[src/rtl/cpu_control_fsm.sv]
// Multi-cycle control sequencer for the 16-bit CPU: owns PC/IR, steps
// FETCH/DECODE/EXEC/MEM/WB and drives regfile, ALU, flag and memory-bus controls.
//
// state  | meaning
// FETCH  | read instruction at pc; request held until mem_ready
// DECODE | fields presented to datapath; illegal opcode/cond -> TRAP
// EXEC   | ALU result latched, branch resolved or load/store address formed
// MEM    | data read/write on the bus; held until mem_ready
// WB     | one-cycle regfile write of latched result
// TRAP   | halted, bus and strobes idle until reset
module cpu_control_fsm #(
    parameter int            DW       = 16,
    parameter logic [DW-1:0] RESET_PC = '0
) (
    input  logic          clk,
    input  logic          reset,
    input  logic          run,
    output logic          mem_req,
    output logic          mem_we,
    output logic [DW-1:0] mem_addr,
    output logic [DW-1:0] mem_wdata,
    input  logic          mem_ready,
    input  logic [DW-1:0] mem_rdata,
    output logic [2:0]    rf_ra,
    output logic [2:0]    rf_rb,
    input  logic [DW-1:0] rf_rdata_b,
    output logic [2:0]    rf_wa,
    output logic          rf_we,
    output logic [DW-1:0] rf_wdata,
    output logic [3:0]    alu_op,
    output logic          alu_bsel,
    output logic [DW-1:0] imm,
    input  logic [DW-1:0] alu_result,
    input  logic          flag_z,
    input  logic          flag_n,
    output logic          fr_we,
    output logic [DW-1:0] pc,
    output logic [DW-1:0] ir,
    output logic          halted
);

    typedef enum logic [2:0] {S_FETCH, S_DECODE, S_EXEC, S_MEM, S_WB, S_TRAP} state_t;

    localparam logic [4:0] OP_ADDI = 5'h07;
    localparam logic [4:0] OP_SUBI = 5'h08;
    localparam logic [4:0] OP_SRI  = 5'h0D;
    localparam logic [4:0] OP_BRI  = 5'h0E;
    localparam logic [4:0] OP_GT   = 5'h0F;
    localparam logic [4:0] OP_EQ   = 5'h11;
    localparam logic [4:0] OP_STW  = 5'h12;
    localparam logic [4:0] OP_LDW  = 5'h13;
    localparam logic [4:0] OP_ILL  = 5'h14;

    state_t        state, state_n;
    logic [DW-1:0] wb_data, addr_q, wdata_q;
    logic          fetch_pend;

    logic [4:0]    opcode;
    logic          is_itype, is_cmp, is_bri, is_stw, is_ldw, illegal, br_taken;

    always_comb begin
        opcode   = ir[15:11];
        is_itype = (opcode >= OP_ADDI) && (opcode <= OP_SRI);
        is_cmp   = (opcode >= OP_GT) && (opcode <= OP_EQ);
        is_bri   = (opcode == OP_BRI);
        is_stw   = (opcode == OP_STW);
        is_ldw   = (opcode == OP_LDW);
        illegal  = (opcode >= OP_ILL) || (is_bri && (ir[10:8] >= 3'd5));

        // Fields are presented continuously so the ALU result is valid in EXEC.
        rf_ra    = ir[7:5];
        rf_rb    = is_stw ? ir[10:8] : ir[4:2];
        alu_bsel = is_itype || is_stw || is_ldw;
        alu_op   = opcode[3:0];
        if (is_itype)
            alu_op = opcode[3:0] - 4'd7;
        else if (is_cmp)
            alu_op = opcode[3:0] - 4'd8;
        else if (is_stw || is_ldw || is_bri)
            alu_op = 4'd0;

        imm = '0;
        if (is_bri)
            imm = {{(DW-8){ir[7]}}, ir[7:0]};
        else if (is_stw || is_ldw || opcode == OP_ADDI || opcode == OP_SUBI)
            imm = {{(DW-5){ir[4]}}, ir[4:0]};
        else if (is_itype)
            imm = {{(DW-5){1'b0}}, ir[4:0]};
    end

    always_comb begin
        br_taken = 1'b0;
        case (ir[10:8])
            3'd0:    br_taken = 1'b1;
            3'd1:    br_taken = flag_z;
            3'd2:    br_taken = !flag_z;
            3'd3:    br_taken = flag_n;
            3'd4:    br_taken = !flag_n;
            default: br_taken = 1'b0;
        endcase
    end

    always_comb begin
        state_n   = state;
        mem_req   = 1'b0;
        mem_we    = 1'b0;
        mem_addr  = pc;
        mem_wdata = wdata_q;
        rf_we     = 1'b0;
        rf_wa     = ir[10:8];
        rf_wdata  = wb_data;
        fr_we     = 1'b0;
        halted    = 1'b0;
        case (state)
            S_FETCH: begin
                // A started fetch is held even if run drops.
                if (run || fetch_pend) begin
                    mem_req = 1'b1;
                    if (mem_ready) state_n = S_DECODE;
                end
            end
            S_DECODE: state_n = illegal ? S_TRAP : S_EXEC;
            S_EXEC: begin
                if (is_bri)
                    state_n = S_FETCH;
                else if (is_stw || is_ldw)
                    state_n = S_MEM;
                else begin
                    fr_we   = 1'b1;
                    state_n = S_WB;
                end
            end
            S_MEM: begin
                mem_req  = 1'b1;
                mem_we   = is_stw;
                mem_addr = addr_q;
                if (mem_ready) state_n = is_ldw ? S_WB : S_FETCH;
            end
            S_WB: begin
                rf_we   = 1'b1;
                state_n = S_FETCH;
            end
            S_TRAP:  halted = 1'b1;
            default: state_n = S_FETCH;
        endcase
    end

    always_ff @(posedge clk) begin
        if (reset) begin
            state      <= S_FETCH;
            pc         <= RESET_PC;
            ir         <= '0;
            wb_data    <= '0;
            addr_q     <= '0;
            wdata_q    <= '0;
            fetch_pend <= 1'b0;
        end else begin
            state <= state_n;
            case (state)
                S_FETCH: begin
                    if (mem_req) begin
                        if (mem_ready) begin
                            ir         <= mem_rdata;
                            pc         <= pc + DW'(1);
                            fetch_pend <= 1'b0;
                        end else begin
                            fetch_pend <= 1'b1;
                        end
                    end
                end
                S_EXEC: begin
                    if (is_bri) begin
                        if (br_taken) pc <= pc + imm;
                    end else if (is_stw || is_ldw) begin
                        addr_q  <= alu_result;
                        wdata_q <= rf_rdata_b;
                    end else begin
                        wb_data <= alu_result;
                    end
                end
                S_MEM: begin
                    if (mem_ready && is_ldw) wb_data <= mem_rdata;
                end
                default: ;
            endcase
        end
    end

endmodule
[config.mk]
export PLATFORM = sky130hd
export DESIGN_NAME = cpu_control_fsm
export DESIGN_NICKNAME = d
export VERILOG_FILES = /design/src/rtl/cpu_control_fsm.sv
export SDC_FILE = /design/constraint.sdc
export NUM_CORES = 1
export LEC_CHECK = 0
export BUFFER_PORTS_ARGS = -buffer_cell sky130_fd_sc_hd__buf_2
export CORE_MARGIN = 4
export CORE_UTILIZATION = 50
export DETAILED_ROUTE_END_ITERATION = 8
export GPL_TIMING_DRIVEN = 0
export PLACE_DENSITY = 0.79
export SLEW_MARGIN = 30
export SYNTH_ARGS = -nofsm -noshare
export SYNTH_HDL_FRONTEND = slang
export SYNTH_SLANG_ARGS = --single-unit
export TNS_END_PERCENT = 5
[constraint.sdc]
create_clock -name clk -period 4.9 [get_ports clk]
set_input_delay 1.225 -clock clk [delete_from_list [all_inputs] [get_ports clk]]
set_output_delay 1.225 -clock clk [all_outputs]
set_load 0.02 [all_outputs]
; ---- Word level (Yosys, flattened, before mapping)
; Index checks and enable logic that the tools add are counted.
[op_classes]
n_mux = 35
order_cmp = 6
n_addsub = 4
reduce_logical = 24
n_shift = 0
div_mod_pow = 0
n_eq_ne = 23
mul = 0
bitwise = 2
[ops]
columns = cell, n
row1 = $mux W16, 10
row2 = $pmux W16 S2, 2
row3 = $mux W3, 8
row4 = $ne A2 B2 Y1 const B, 9
row5 = $add A16 B1 Y16 const B, 1
row6 = $add A16 B16 Y16, 1
row7 = $pmux W3 S5, 1
row8 = $eq A3 B2 Y1 const B, 4
row9 = $mux W4, 3
row10 = $eq A5 B4 Y1 const B, 2
row11 = $eq A5 B5 Y1 const B, 2
row12 = $eq A3 B3 Y1 const B, 3
row13 = $logic_or A1 B1 Y1, 8
row14 = $mux W1, 8
row15 = $reduce_and A4 Y1, 2
row16 = $eq A3 B1 Y1 const B, 2
row17 = $logic_not A3 Y1, 2
row18 = $reduce_and A3 Y1, 2
row19 = $eq A5 B3 Y1 const B, 1
row20 = $ge A5 B3 Y1 const B, 1
row21 = $ge A5 B4 Y1 const B, 1
row22 = $ge A5 B5 Y1 const B, 1
row23 = $le A5 B4 Y1 const B, 1
row24 = $le A5 B5 Y1 const B, 1
row25 = 12 further kinds, 18
[totals]
ram_bits = 0
romBits = 0
out_inout_bits = 115
memories = 0
reg_bits = 84
latch_bits = 0
inputBits = 54

; ---- Depth between registers and ports, before layout
[depth]
ltp_word = 10
ltp_mapped = 18
mapped_depth_nobuf = 17

; ---- Least setup slack after synthesis
; Ideal clock, no wire load.
[synth_timing]
path_type = reg-to-reg
startpoint = register ir[11]
endpoint = register pc[15]
synth_period_minus_slack_ps = 3974
t_arrival_ps = 3850
path_slack_ps = 926
path_buffers = 0
stages_incl_launch_ff = 14
setup_ps = 123
t_required_ps = 4777
cell_sequence = dfxtp_1 inv_1 ha_1 nand4b_1 and2_1 a32o_1 and2_1 ha_1 a211o_1 a2111oi_2 nor3_1 a311oi_2 mux2i_1 mux2_1
[synth_via]
elab_chain_len = 10
elab_cells_between_ends = 20
cone_classes = add/sub (1) / order compare (2) / eq/ne (6) / mux (6) / reduce/logical (5)
[synth_rtl]
columns = element, line_no
row1 = start: declaration, 38  ; output logic [DW-1:0] ir,
row2 = start signal: assignment, 163  ; ir <= mem_rdata;
row3 = "$eq A5 B5 Y1, on equally long branches", "66, 67"
row4 = $logic_or A1 B1 Y1 (3 in series), 85  ; else if (is_stw || is_ldw || opcode == OP_ADDI || opcode == OP_SUBI)
row5 = $mux W16, 85
row6 = $mux W16 (*), 83  ; if (is_bri)
row7 = via imm[7], 32  ; output logic [DW-1:0] imm,
row8 = $add A16 B16 Y16 (*), 173  ; if (br_taken) pc <= pc + imm;
row9 = $mux W16 (*), 173
row10 = $mux W16 (*), 172  ; if (is_bri) begin
row11 = $pmux W16 S2 (*), 159  ; case (state)
row12 = end signal: assignment, 164  ; pc <= pc + DW'(1);
row13 = end signal: assignment, 173
row14 = end: declaration, 37  ; output logic [DW-1:0] pc,
; The timed path passes the listed nets; every way through them passes the cells marked *. The select of a mux whose other input is x is not followed.
; A chain may end at the register's enable or synchronous reset.

; ---- Worst setup path in the final report
[layout_timing]
startpoint = register ir[11]
endpoint = register pc[15]
[layout_via]
elab_chain_len = 10
elab_cells_between_ends = 20
cone_classes = add/sub (1) / order compare (2) / eq/ne (6) / mux (6) / reduce/logical (5)
[layout_rtl]
columns = element
row1 = branches (longest 10 deep; another with $add A16 B16 Y16)
; Several ways; the timed one is not identified. The select of a mux whose other input is x is not followed.

==> flow_metrics.env <==
export IMPL_run_status="finished clean"
export IMPL_finalPower_uw=1580
export IMPL_synth_area_top_cells="dfxtp_1 35%, nand2_1 15%, a21oi_1 7.8%, ha_1 5.0%, a311oi_1 3.1%"
export IMPL_antenna_found_initial=0
export IMPL_worstPathRequired_ns=5.16
export IMPL_p_clk_frac=0.300
export IMPL_grt_max_degree=17
export IMPL_final_core_util=0.644
export IMPL_min_path_type="reg -> reg"
export IMPL_io_pin_count=169
export IMPL_htreeDepth=3
export IMPL_internal_power_uw=1030
export IMPL_dp_hpwl_um=12700
export IMPL_post_cts_resized=0
export IMPL_synth_top_cell_area_share=0.351
export IMPL_n_antenna_cell=0
export IMPL_cts_buffer_depth=2
export IMPL_yosysUniqueCellTypes=64
export IMPL_seq_area_um2=1680
export IMPL_synthMostInstantiatedCell="nand2_1"
export IMPL_cts_buffers=9
export IMPL_cts_root_buf="clkbuf_8"
export IMPL_synth_area_leader_cell="dfxtp_1"
export IMPL_rows=35
export IMPL_async_reset_ff_frac=0
export IMPL_synthCells=649
export IMPL_vias=5382
export IMPL_layoutNonFillerInstCount=961
export IMPL_ys_warn_count=0
export IMPL_max_cap_violations=0
export IMPL_max_clock_freq_mhz=228
export IMPL_dr_pass1_iters=5
export IMPL_numPortBuffers=167
export IMPL_drive_gt1_frac=0.274
export IMPL_grt_pass1_vias=5176
export IMPL_start_util=0.516
export IMPL_p_leak_uw=0.00277
export IMPL_timing_slew_headroom=0.580
export IMPL_die_area_um2=11200
export IMPL_ant_nets=0
export IMPL_grt_util_all_layers=0.280
export IMPL_synth_ff_type="dfxtp_1"
export IMPL_vdd_drop_max_mv=0.163
export IMPL_multi_input_area_um2=2770
export IMPL_syn_cell_area_um2=4790
export IMPL_setup_worst_path_end_class="register"
export IMPL_synthTopCellsByCount="192 x nand2_1, 84 x dfxtp_1, 75 x a21oi_1, 36 x nor2_1, 27 x clkbuf_1"
export IMPL_syn_area_per_cell_um2=7.39
export IMPL_area_growth_pct=24.6
export IMPL_gp_congestion=0.894
export IMPL_nFillCells=890
export IMPL_seqPwrFrac=0.472
export IMPL_avgRoutedWirePerCell_um=16.7
export IMPL_grt_overflow_total=0
export IMPL_ys_ff_latch=84
export IMPL_die_w_um=106
export IMPL_cts_tree="done"
export IMPL_cp_arrival_ns=4.64
export IMPL_rsz0062_at_grt="false"
export IMPL_drt_iter0_drc=304
export IMPL_finalWirelength_um=16100
export IMPL_drc_errors=0
export IMPL_powerDensity_nw_per_um2=265
export IMPL_comb_power_share=0.228
export IMPL_drv_slew=0
export IMPL_fin_skew_ns=0.0113
export IMPL_clk_transition_reported_paths_ns=0.10
export IMPL_grt_pass1_wl_um=25300
export IMPL_cts_sinks=84
export IMPL_setup_tns_ns=0
export IMPL_syn_nets=723
export IMPL_postCtsSetupRepairBufs=0
export IMPL_fin_crit_ns=4.38
export IMPL_critical_path_class="reg -> reg"
export IMPL_switching_share=0.348
export IMPL_fin_crit_sh=0.894
export IMPL_final_nets=901
export IMPL_insertion_delay_ns=0.37
export IMPL_setup_worst_path_start_class="register"
export IMPL_die_h_um=106
export IMPL_crit_fanout=12
export IMPL_tightest_slew_ns=0.630
export IMPL_net_switching_power_uw=550
export IMPL_synth_edf_count=0
export IMPL_hold_violations=0
export IMPL_cts_hold_buffers=0
export IMPL_yosysSeqAreaShare=0.351
export IMPL_setup_viol=0
export IMPL_dp_cells=945
export IMPL_viasPerCell=5.60
export IMPL_coreArea_um2=9280
kinds of logic after synthesis:
logic type,Yosys count,synth area share
compound gates,152,0.201
xor+xnor,4,0.00731
fa+ha+maj,20,0.0538
buf+inv,72,0.0720
flops,84,0.351
mux,7,0.0157
simple gates,310,0.299
per-stage QoR:
stage	cell area, µm²	hold WS, ns	setup WS, ns
2_1_floorplan	4790	0.437	0.926
3_3_place_gp	5790	0.440	0.614
3_5_place_dp	5790	0.444	0.550
4_1_cts	5980	0.455	0.556
5_1_grt	5980	0.482	0.276
6_report	5980	0.458	0.517
flip-flops by register name, summed over array words and instances, names as in the netlist:
| signal | cells |
|---|---|
| addr_q | 16 |
| fetch_pend | 1 |
| ir | 16 |
| mem_wdata | 16 |
| pc | 16 |
| rf_wdata | 16 |
| state | 3 |
worst max-delay path: stages, from the launching register on:
cell and delay, ns:
dfxtp_1 0.53, inv_1 0.12, ha_1 0.29, nand4b_1 0.25, and2_1 0.19, a32o_1 0.44
and2_1 0.46, ha_1 0.40, a211o_1 0.36, a2111oi_2 0.30, nor3_1 0.10, a311oi_2 0.29
mux2i_1 0.23, mux2_1 0.33
metal layers:
layer / track usage / part of all wire / vias to the layer above / wire (µm)
met5: 0 / 0 / - / 0
met4: 0.105 / 0.025 / 0 / 409
met3: 0.0838 / 0.11 / 35 / 1760
met2: 0.465 / 0.47 / 279 / 7490
met1: 0.342 / 0.40 / 2483 / 6430
li1: - / - / 2585 / -
worst paths after layout:
kind	endpoint	slack, ns	cells after the start	from
max	pc[15]	0.52	13	ir[11]
min	mem_wdata[4]	0.46	2	mem_wdata[4]
max reg2reg	pc[15]	0.52	13	ir[11]
min reg2reg	mem_wdata[4]	0.46	2	mem_wdata[4]
cell usage in the layout (no fill, tap or decap), types with 9 or more instances in the layout:
| master | instances |
|---|---|
| a21oi_1 | 75 |
| a311oi_1 | 17 |
| and2_1 | 10 |
| buf_2 | 176 |
| buf_4 | 17 |
| clkbuf_1 | 27 |
| clkbuf_8 | 9 |
| dfxtp_1 | 84 |
| ha_1 | 19 |
| inv_1 | 18 |
| nand2_1 | 192 |
| nand3_1 | 9 |
| nand3b_1 | 13 |
| nor2_1 | 36 |
| o21ai_0 | 21 |
cell type report:
class                           count  share of cell area
Timing Repair Buffer              167               0.140
Clock buffer                        9              0.0207
Sequential cell                    84               0.281
Clock inverter                      7              0.0101
Multi-Input combinational cell    493               0.463
Inverter                           18              0.0113
Tap cell                          129              0.0270
Buffer                             54              0.0465
power groups by stage:
stage / clock network [µW] / registers [µW] / logic [µW]
2_1_floorplan: 0 / 785 / 199
4_1_cts: 478 / 746 / 358
3_5_place_dp: 0 / 762 / 357
6_report: 476 / 747 / 361
5_1_grt: 505 / 751 / 394
3_3_place_gp: 0 / 760 / 350
Note: power is estimated with default switching activity, not from simulation.
